### config.mk
export PLATFORM = sky130hd
export DESIGN_NAME = seven_seg_scan_driver
export DESIGN_NICKNAME = d
export VERILOG_FILES = /design/src/rtl/seven_seg_pkg.sv /design/src/rtl/seven_seg_decode.sv /design/src/rtl/seven_seg_scan_driver.sv
export SDC_FILE = /design/constraint.sdc
export NUM_CORES = 1
export LEC_CHECK = 0
export BUFFER_PORTS_ARGS = -buffer_cell sky130_fd_sc_hd__buf_2
export CAP_MARGIN = 15
export CORE_AREA = 2 2 90 92
export CTS_CLUSTER_SIZE = 20
export DETAILED_ROUTE_END_ITERATION = 12
export DIE_AREA = 0 0 92 94
export PLACE_DENSITY = 0.68
export SYNTH_ARGS = -nofsm -noshare
export SYNTH_HDL_FRONTEND = slang
export SYNTH_HIERARCHICAL = 1
export SYNTH_SLANG_ARGS = --single-unit
### constraint.sdc
create_clock -name clk -period 4.5 [get_ports clk]
set_clock_uncertainty 0.05 [all_clocks]
set_input_delay 0.675 -clock clk [delete_from_list [all_inputs] [get_ports clk]]
set_output_delay 0.675 -clock clk [all_outputs]
set_load 0.1 [all_outputs]
### src/rtl/seven_seg_pkg.sv
// Shared constants for the seven-segment scan driver: glyph table, segment
// bit order and the scan state encoding.
package seven_seg_pkg;

  // Segment bus is {g,f,e,d,c,b,a}: a is the LSB, g the MSB.
  localparam int unsigned SEG_A = 0;
  localparam int unsigned SEG_G = 6;

  typedef enum logic {
    BLANK,
    SHOW
  } scan_state_e;

  localparam logic [15:0][SEG_G:SEG_A] HEX_SEG = {
    7'h71, 7'h79, 7'h5E, 7'h39, 7'h7C, 7'h77, 7'h6F, 7'h7F,
    7'h07, 7'h7D, 7'h6D, 7'h66, 7'h4F, 7'h5B, 7'h06, 7'h3F
  };

  function automatic logic [SEG_G:SEG_A] hex_to_seg(input logic [3:0] nib);
    return HEX_SEG[nib];
  endfunction

endpackage

### src/rtl/seven_seg_decode.sv
// Combinational hex-to-segment decode with a blank override, active-high.
module seven_seg_decode
  import seven_seg_pkg::*;
(
  input  logic [3:0]         nibble_i,
  input  logic               blank_i,
  output logic [SEG_G:SEG_A] seg_o
);

  always_comb begin
    seg_o = '0;
    if (!blank_i) begin
      seg_o = hex_to_seg(nibble_i);
    end
  end

endmodule

### src/rtl/seven_seg_scan_driver.sv
// Time-multiplexed seven-segment driver with frame-aligned value loading,
// inter-digit blanking and leading-zero suppression.
module seven_seg_scan_driver
  import seven_seg_pkg::*;
#(
  parameter int unsigned DIGITS         = 4,
  parameter int unsigned SCAN_DIV       = 1000,
  parameter int unsigned BLANK_CYCLES   = 16,
  parameter bit          SEG_ACTIVE_LOW = 1'b0,
  parameter bit          DIG_ACTIVE_LOW = 1'b1
) (
  input  logic                  clk,
  input  logic                  reset_n,
  input  logic [4*DIGITS-1:0]   value_in,
  input  logic [DIGITS-1:0]     dp_in,
  input  logic                  update_value,
  input  logic                  lz_blank,
  output logic [6:0]            seg_out,
  output logic                  dp_out,
  output logic [DIGITS-1:0]     dig_out,
  output logic                  frame_done
);

  localparam int unsigned CNT_W = (SCAN_DIV > 1) ? $clog2(SCAN_DIV) : 1;
  localparam int unsigned IDX_W = (DIGITS > 1) ? $clog2(DIGITS) : 1;
  localparam logic [CNT_W-1:0] LAST_CNT   = CNT_W'(SCAN_DIV - 1);
  localparam logic [CNT_W-1:0] LAST_BLANK = CNT_W'((BLANK_CYCLES > 0) ? BLANK_CYCLES - 1 : 0);
  localparam logic [IDX_W-1:0] LAST_IDX   = IDX_W'(DIGITS - 1);
  localparam scan_state_e      SLOT_START = (BLANK_CYCLES == 0) ? SHOW : BLANK;
  localparam logic [6:0]        SEG_OFF   = {7{SEG_ACTIVE_LOW}};
  localparam logic [DIGITS-1:0] DIG_OFF   = {DIGITS{DIG_ACTIVE_LOW}};

  logic [CNT_W-1:0]    cnt_q, cnt_d;
  logic [IDX_W-1:0]    idx_q, idx_d;
  scan_state_e         state_q, state_d;
  logic [4*DIGITS-1:0] active_q, active_d, shadow_q, shadow_d;
  logic [DIGITS-1:0]   active_dp_q, active_dp_d, shadow_dp_q, shadow_dp_d;
  logic                pending_q, pending_d;
  logic [6:0]          seg_q, seg_d;
  logic                dp_q, dp_d;
  logic [DIGITS-1:0]   dig_q, dig_d;
  logic                frame_done_q, frame_done_d;

  logic                wrap;
  logic [3:0]          cur_nib;
  logic                cur_dp, cur_blank, seen_nz;
  logic [DIGITS-1:0]   lz_mask, dig_onehot;
  logic [6:0]          seg_dec;

  always_comb begin
    wrap    = (cnt_q == LAST_CNT);
    cnt_d   = wrap ? '0 : cnt_q + 1'b1;
    idx_d   = idx_q;
    if (wrap) begin
      idx_d = (idx_q == LAST_IDX) ? '0 : idx_q + 1'b1;
    end
    state_d = state_q;
    case (state_q)
      BLANK:   if (cnt_q == LAST_BLANK) state_d = SHOW;
      SHOW:    if (wrap) state_d = SLOT_START;
      default: state_d = SLOT_START;
    endcase
    // Registered so the pulse lands on the last cycle of the last slot itself.
    frame_done_d = (idx_d == LAST_IDX) && (cnt_d == LAST_CNT);
  end

  always_comb begin
    shadow_d    = shadow_q;
    shadow_dp_d = shadow_dp_q;
    active_d    = active_q;
    active_dp_d = active_dp_q;
    pending_d   = pending_q;
    if (frame_done_q) begin
      pending_d = 1'b0;
      if (update_value) begin
        active_d    = value_in;
        active_dp_d = dp_in;
      end else if (pending_q) begin
        active_d    = shadow_q;
        active_dp_d = shadow_dp_q;
      end
    end else if (update_value) begin
      shadow_d    = value_in;
      shadow_dp_d = dp_in;
      pending_d   = 1'b1;
    end
  end

  always_comb begin
    seen_nz = 1'b0;
    lz_mask = '0;
    // Walk from the most significant digit down; digit 0 is never masked.
    for (int unsigned k = 0; k + 1 < DIGITS; k++) begin
      if (active_q[4*(DIGITS-1-k) +: 4] != 4'h0) seen_nz = 1'b1;
      lz_mask[DIGITS-1-k] = lz_blank && !seen_nz;
    end
    cur_nib    = '0;
    cur_dp     = 1'b0;
    cur_blank  = 1'b0;
    dig_onehot = '0;
    for (int unsigned i = 0; i < DIGITS; i++) begin
      if (idx_q == IDX_W'(i)) begin
        cur_nib       = active_q[4*i +: 4];
        cur_dp        = active_dp_q[i];
        cur_blank     = lz_mask[i];
        dig_onehot[i] = 1'b1;
      end
    end
  end

  seven_seg_decode u_decode (
    .nibble_i (cur_nib),
    .blank_i  (cur_blank),
    .seg_o    (seg_dec)
  );

  always_comb begin
    seg_d = SEG_OFF;
    dp_d  = SEG_ACTIVE_LOW;
    dig_d = DIG_OFF;
    if (state_q == SHOW) begin
      seg_d = seg_dec ^ SEG_OFF;
      dp_d  = cur_dp ^ SEG_ACTIVE_LOW;
      dig_d = dig_onehot ^ DIG_OFF;
    end
  end

  always_ff @(posedge clk or negedge reset_n) begin
    if (!reset_n) begin
      cnt_q        <= '0;
      idx_q        <= '0;
      state_q      <= SLOT_START;
      active_q     <= '0;
      active_dp_q  <= '0;
      shadow_q     <= '0;
      shadow_dp_q  <= '0;
      pending_q    <= 1'b0;
      seg_q        <= SEG_OFF;
      dp_q         <= SEG_ACTIVE_LOW;
      dig_q        <= DIG_OFF;
      frame_done_q <= 1'b0;
    end else begin
      cnt_q        <= cnt_d;
      idx_q        <= idx_d;
      state_q      <= state_d;
      active_q     <= active_d;
      active_dp_q  <= active_dp_d;
      shadow_q     <= shadow_d;
      shadow_dp_q  <= shadow_dp_d;
      pending_q    <= pending_d;
      seg_q        <= seg_d;
      dp_q         <= dp_d;
      dig_q        <= dig_d;
      frame_done_q <= frame_done_d;
    end
  end

  assign seg_out    = seg_q;
  assign dp_out     = dp_q;
  assign dig_out    = dig_q;
  assign frame_done = frame_done_q;

endmodule

Yosys cells after proc, flatten, opt, wreduce, memory -nomap -nowiden
Memories as Yosys holds them, arrays and structs flattened.
Cells that the tools add are included.
- bits in registers: 67
- ROM bits: 112
- input port bits: 24
- output and inout port bits: 13
- memories: 1
- memories (name ; words ; bits a word ; rd ports ; clocked after Yosys merged registers in ; wr ports ; line ; source):
    (no name shown) ; 16 ; 7 ; 1 ; 0 ; 0 ; seven_seg_pkg.sv:20 ; return HEX_SEG[nib];
- $add $sub $neg: 2
- magnitude comparators: 1
- equality and inequality tests: 7
- multiplexer cells: 35
- bitwise logic cells: 3
- reductions and logical operators: 15
- operators by type and width (kind ; count):
    $mux 16 ; 2
    $mux 4 ; 7
    $mux 7 ; 3
    $eq 10x10->1 const B ; 2
    $mux 1 ; 19
    $reduce_bool 4->1 ; 3
    $add 10x1->10 const B ; 1
    $eq 10x4->1 const B ; 1
    $mux 10 ; 1
    $eq 2x2->1 const B ; 3
    $lt 4x5->1 const B ; 1
    $logic_and 1x1->1 ; 4
    $mux 2 ; 2
    $not 4->4 ; 1
    $reduce_and 2->1 ; 2
    $reduce_bool 2->1 ; 2
    $logic_not 1->1 ; 3
    $add 2x1->2 const B ; 1
    $eq 2x1->1 const B ; 1
    $logic_not 2->1 ; 1
    $not 1->1 ; 2
    $pmux 1 s2 ; 1

Logic depth before layout (Yosys ltp)
- word-level depth: 11
- depth in mapped cells: 13
- gate-level depth less buffers: 12

Hierarchy
Netlist, hierarchy kept.
- by module, submodules not included (module ; instances ; cells each ; area each (sq um) ; sequential area each (sq um)):
    seven_seg_scan_driver ; 1 ; 281 ; 3090.5 ; 1681.6
    seven_seg_decode ; 1 ; 35 ; 277.8 ; 0.0

Worst setup path after synthesis
No wires, ideal clock.
- path type: reg2reg
- start point: reg idx_q[0]
- end point: reg seg_q[3], in the netlist seg_out[3]
- setup time: 0.066 ns
- data arrival time: 2.588 ns
- slack: 1.795 ns
- cell stages (with the launch flop): 13
- period minus slack after synthesis: 2.705 ns
- cell sequence: dfrtp_1 > ha_1 > buf_4 > nand3b_1 > a21oi_1 > a21oi_1 > o21ai_0 > inv_1 > ha_1 > inv_1 > mux4_2 > nor2_1 > and2_1
- longest elaborated chain between the ends: 9
- ends and longest elaborated chain (element ; line ; source):
    start, declared ; seven_seg_scan_driver.sv:34 ; logic [IDX_W-1:0] idx_q, idx_d;
    start signal, assigned ; seven_seg_scan_driver.sv:144 ; idx_q <= idx_d;
    $logic_not 2->1 ; seven_seg_scan_driver.sv:102 ; if (idx_q == IDX_W'(i)) begin
    $mux 4 (3 in a row) ; seven_seg_scan_driver.sv:102 ;
    $mux 4 (*) ; seven_seg_scan_driver.sv:102 ;
    via cur_nib[1] ; seven_seg_scan_driver.sv:45 ; logic [3:0] cur_nib;
    $mem_v2 16x7 (*) ; -- ;
    $mux 7 (implied by the code) (*) ; seven_seg_pkg.sv:20 ;
    $mux 7 (*) ; seven_seg_decode.sv:12 ; if (!blank_i) begin
    via seg_dec[3] ; seven_seg_scan_driver.sv:48 ; logic [6:0] seg_dec;
    $mux 7 (*) ; seven_seg_scan_driver.sv:121 ; if (state_q == SHOW) begin
    via seg_d[3] ; seven_seg_scan_driver.sv:39 ; logic [6:0] seg_q, seg_d;
    end signal, assigned ; seven_seg_scan_driver.sv:151 ; seg_q <= seg_d;
    end, declared ; seven_seg_scan_driver.sv:39 ;
The timed path passes the listed nets; every way through them passes the cells marked *. The select of a mux whose other input is x is not followed.
A chain may end at the register's enable or synchronous reset.

Worst setup path in the final report
- start point: reg idx_q[1]
- end point: reg seg_q[3], in the netlist seg_out[3]
Same word-level chain as after synthesis.

==> results.py <==
metrics = {
    "timing": {
        "tightestPinTransition_ps": 1094,
        "rsz0062_at_grt": "false",
        "setup_tns_ps": 0,
        "drv_slew": 0,
        "setup_viol": 0,
        "relSlewSlack": 0.2628,
        "finalCritPeriodShare": 0.6710,
        "hold_viol_final": 0,
        "period_needed_ps": 3019,
        "fmax_mhz": 331.2,
        "timing.hold.ws_ps": 286.7,
    },
    "die": {
        "die_area_sq_um": 8648,
        "io_pins": 37,
        "initial_utilization": 0.4428,
        "row_count": 32,
        "core_region_area_sq_um": 7607,
        "die_h_um": 94,
        "die_x_um": 92,
    },
    "logic_synthesis": {
        "syn_inst": 316,
        "ys_types": 51,
        "synth-edff-count": 0,
        "ys.flop_type": "dfrtp_1",
        "ys_async_sr_fraction": 1.000,
        "syn-num-nets": 352,
        "syn_area_per_cell_sq_um": 10.66,
        "ys_ff_latch": 67,
        "yosysSeqAreaShare": 0.4993,
        "syn_area_sq_um": 3368,
        "yosysWarnings": 6,
    },
    "detailed_routing": {
        "first_iter_violations": 79,
        "wl_per_cell_um": 13.94,
        "vias_per_cell": 5.245,
        "wirelength_um": 6314,
        "drc": 0,
        "postRouteAntennaNets": 0,
        "firstDrtPassIters": 5,
        "vias": 2376,
    },
    "clock_network": {
        "cts_hold_buf": 0,
        "cts_tree": "done",
        "cts_buffer_depth": 2,
        "clkTransAtPathRegs_ps": 70,
        "numCtsBuffers": 9,
        "cts.sinks": 67,
        "cts_setup_buffers": 0,
        "clockRootBuffer": "clkbuf_8",
        "post_cts_resized": 0,
        "ctsHtreeMaxLevel": 3,
        "clock_latency_ps": 350,
    },
    "worst_setup_path": {
        "path_delay_family": "compound AO/OA/AOI/OAI gates",
        "cpMostUsedCell": "inv_1",
        "worstSetupStartpointType": "register",
        "crit_type": "register to register",
        "slowest_delay_ps": 540,
        "crit_buf_inv": 3,
        "worst_setup_path_end_kind": "register",
        "worstPathMaxFanout": 11,
        "slowest_stage": "o21ai_0",
        "cp.required_ps": 4740,
        "path_cells": "inv_1 -> ha_1 -> nand3b_1 -> a21oi_1 -> a21oi_1 -> o21ai_0 -> inv_1 -> ha_1 -> inv_1 -> mux4_2 -> nor2_1 -> and2_1",
        "critPathArrivalTime_ps": 3260,
    },
    "power": {
        "p_per_area_nw_per_um2": 320.1,
        "leakage_nw": 1.691,
        "power_mw": 1.222,
        "peakVddDrop_mv": 0.1140,
    },
    "worst_hold_path": {
        "hold_path.class": "primary input to async pin",
    },
    "placement": {
        "hpwlAfterDp_um": 4553,
        "io_buffers": 36,
        "globalplace.congestion": 0.8903,
    },
    "global_routing": {
        "antenna_found_initial": 0,
        "grt_start_max_net_pins": 41,
        "grt_pass1_wl_um": 10940,
        "grt_pass1_vias": 2330,
        "grt_usage": 0.1631,
        "overflow": 0,
    },
    "finish": {
        "syn2layout_area_growth_pct": 13.37,
        "final_common_cell": "dfrtp_1",
        "antenna_cells": 0,
        "drive_above_1_share": 0.2507,
        "fill_cells": 690,
        "fin_nets": 382,
        "final_cell_mix": "dfrtp_1 (63), nand2_1 (43), buf_2 (36)",
    },
    "flow_run": {
        "drv_cap": 0,
    },
    "status": {
        "status": "finished, final reports clean",
    },
}
per-stage QoR:
| step | cell area [sq um] | cells | setup WS [ps] | util |
|---|---|---|---|---|
| finish | 3819 | 453 | 1481 | 0.5020 |
| floorplan | 3368 | 316 | 1795 | - |
| CTS | 3819 | 453 | 1488 | 0.5020 |
| global route | 3819 | 453 | 1267 | 0.5020 |
| global placement | 3605 | 437 | 1695 | 0.4738 |
| detailed placement | 3605 | 437 | 1510 | 0.4738 |
per-layer routing:
| metal | vias to the layer above | share of wire | GRT usage |
|---|---|---|---|
| li1 | 1172 | - | - |
| met1 | 1146 | 0.45 | 0.1984 |
| met2 | 48 | 0.48 | 0.2721 |
| met3 | 10 | 0.045 | 0.04575 |
| met4 | 0 | 0.017 | 0.07090 |
| met5 | - | 0 | 0 |
synthesized netlist by cell type (3+ instances only):
| cell | instances | area (sq um) |
|---|---|---|
| a211oi_1 | 3 | 22.52 |
| a21oi_1 | 11 | 55.05 |
| and2_1 | 7 | 43.79 |
| buf_2 | 11 | 55.05 |
| clkbuf_1 | 7 | 26.28 |
| dfrtp_1 | 63 | 1577 |
| dfstp_2 | 4 | 105.1 |
| ha_1 | 12 | 150.1 |
| inv_1 | 12 | 45.04 |
| mux2_2 | 20 | 225.2 |
| mux2i_1 | 23 | 230.2 |
| nand2_1 | 43 | 161.4 |
| nand3_1 | 7 | 35.03 |
| nand3b_1 | 3 | 22.52 |
| nor2_1 | 9 | 33.78 |
| nor2b_1 | 4 | 25.02 |
| nor3_1 | 5 | 25.02 |
| nor4_1 | 4 | 25.02 |
| o21ai_0 | 27 | 135.1 |
| xnor2_1 | 3 | 26.28 |
flip-flops by register name (all words and copies together) (netlist names):
signal and cells:
active_q 16, shadow_q 16, cnt_q 10, seg_out 7
active_dp_q 4, dig_out 4, shadow_dp_q 4, idx_q 2
dp_out 1, frame_done 1, pending_q 1, state_q 1
final cells by class:
type,count,area (sq um),share of cell area
inverters,13,51.30,0.01343
clock inverters,3,45.04,0.01180
clock buffers,13,168.9,0.04423
well taps,102,127.6,0.03342
repair buffers,39,202.7,0.05308
flip-flops and latches,67,1682,0.4404
multi-input cells,216,1541,0.4037
worst register-to-register path: stages (launching register included):
cell and delay, ps:
dfrtp_1 370, inv_1 90, ha_1 290, nand3b_1 190, a21oi_1 150, a21oi_1 50
o21ai_0 540, inv_1 200, ha_1 320, inv_1 50, mux4_2 450, nor2_1 90
and2_1 120
power breakdown:
group	switching [mW]	internal (mW)	leakage, nW
logic	0.0338	0.0338	0.769
clock network	0.225	0.301	0.102
registers	0.00821	0.620	0.820
total	0.267	0.955	1.69
cells by family (layout without fill, tap and decap cells):
group / count (synthesis) / after routing / share of synthesized area
and+or+nand+nor: 95 / 95 / 0.1419
DFF: 67 / 67 / 0.4993
AOI/OAI and AO/OA: 60 / 60 / 0.1137
muxes: 45 / 45 / 0.1452
buffers and inverters: 33 / 68 / 0.04495
adders and majority gates: 12 / 12 / 0.04458
xor gates and xnor gates: 4 / 4 / 0.01040
path summary, 6_finish.rpt:
| path | endpoint | slack, ps | cells after the start | startpoint |
|---|---|---|---|---|
| hold / removal | shadow_q[0]$_DFFE_PN0P_ | 290 | 1 | reset_n |
| max in group asynchronous | shadow_q[10]$_DFFE_PN0P_ | 3200 | 2 | reset_n |
| hold reg to reg | active_dp_q[2]$_DFFE_PN0P_ | 450 | 2 | active_dp_q[2]$_DFFE_PN0P_ |
| setup / recovery | seg_out[3]$_DFF_PN0_ | 1480 | 12 | idx_q[1]$_DFF_PN0_ |
| min in group clk | active_dp_q[2]$_DFFE_PN0P_ | 450 | 2 | active_dp_q[2]$_DFFE_PN0P_ |
| setup reg to reg | seg_out[3]$_DFF_PN0_ | 1480 | 12 | idx_q[1]$_DFF_PN0_ |
(Power assumes the default switching activity.)
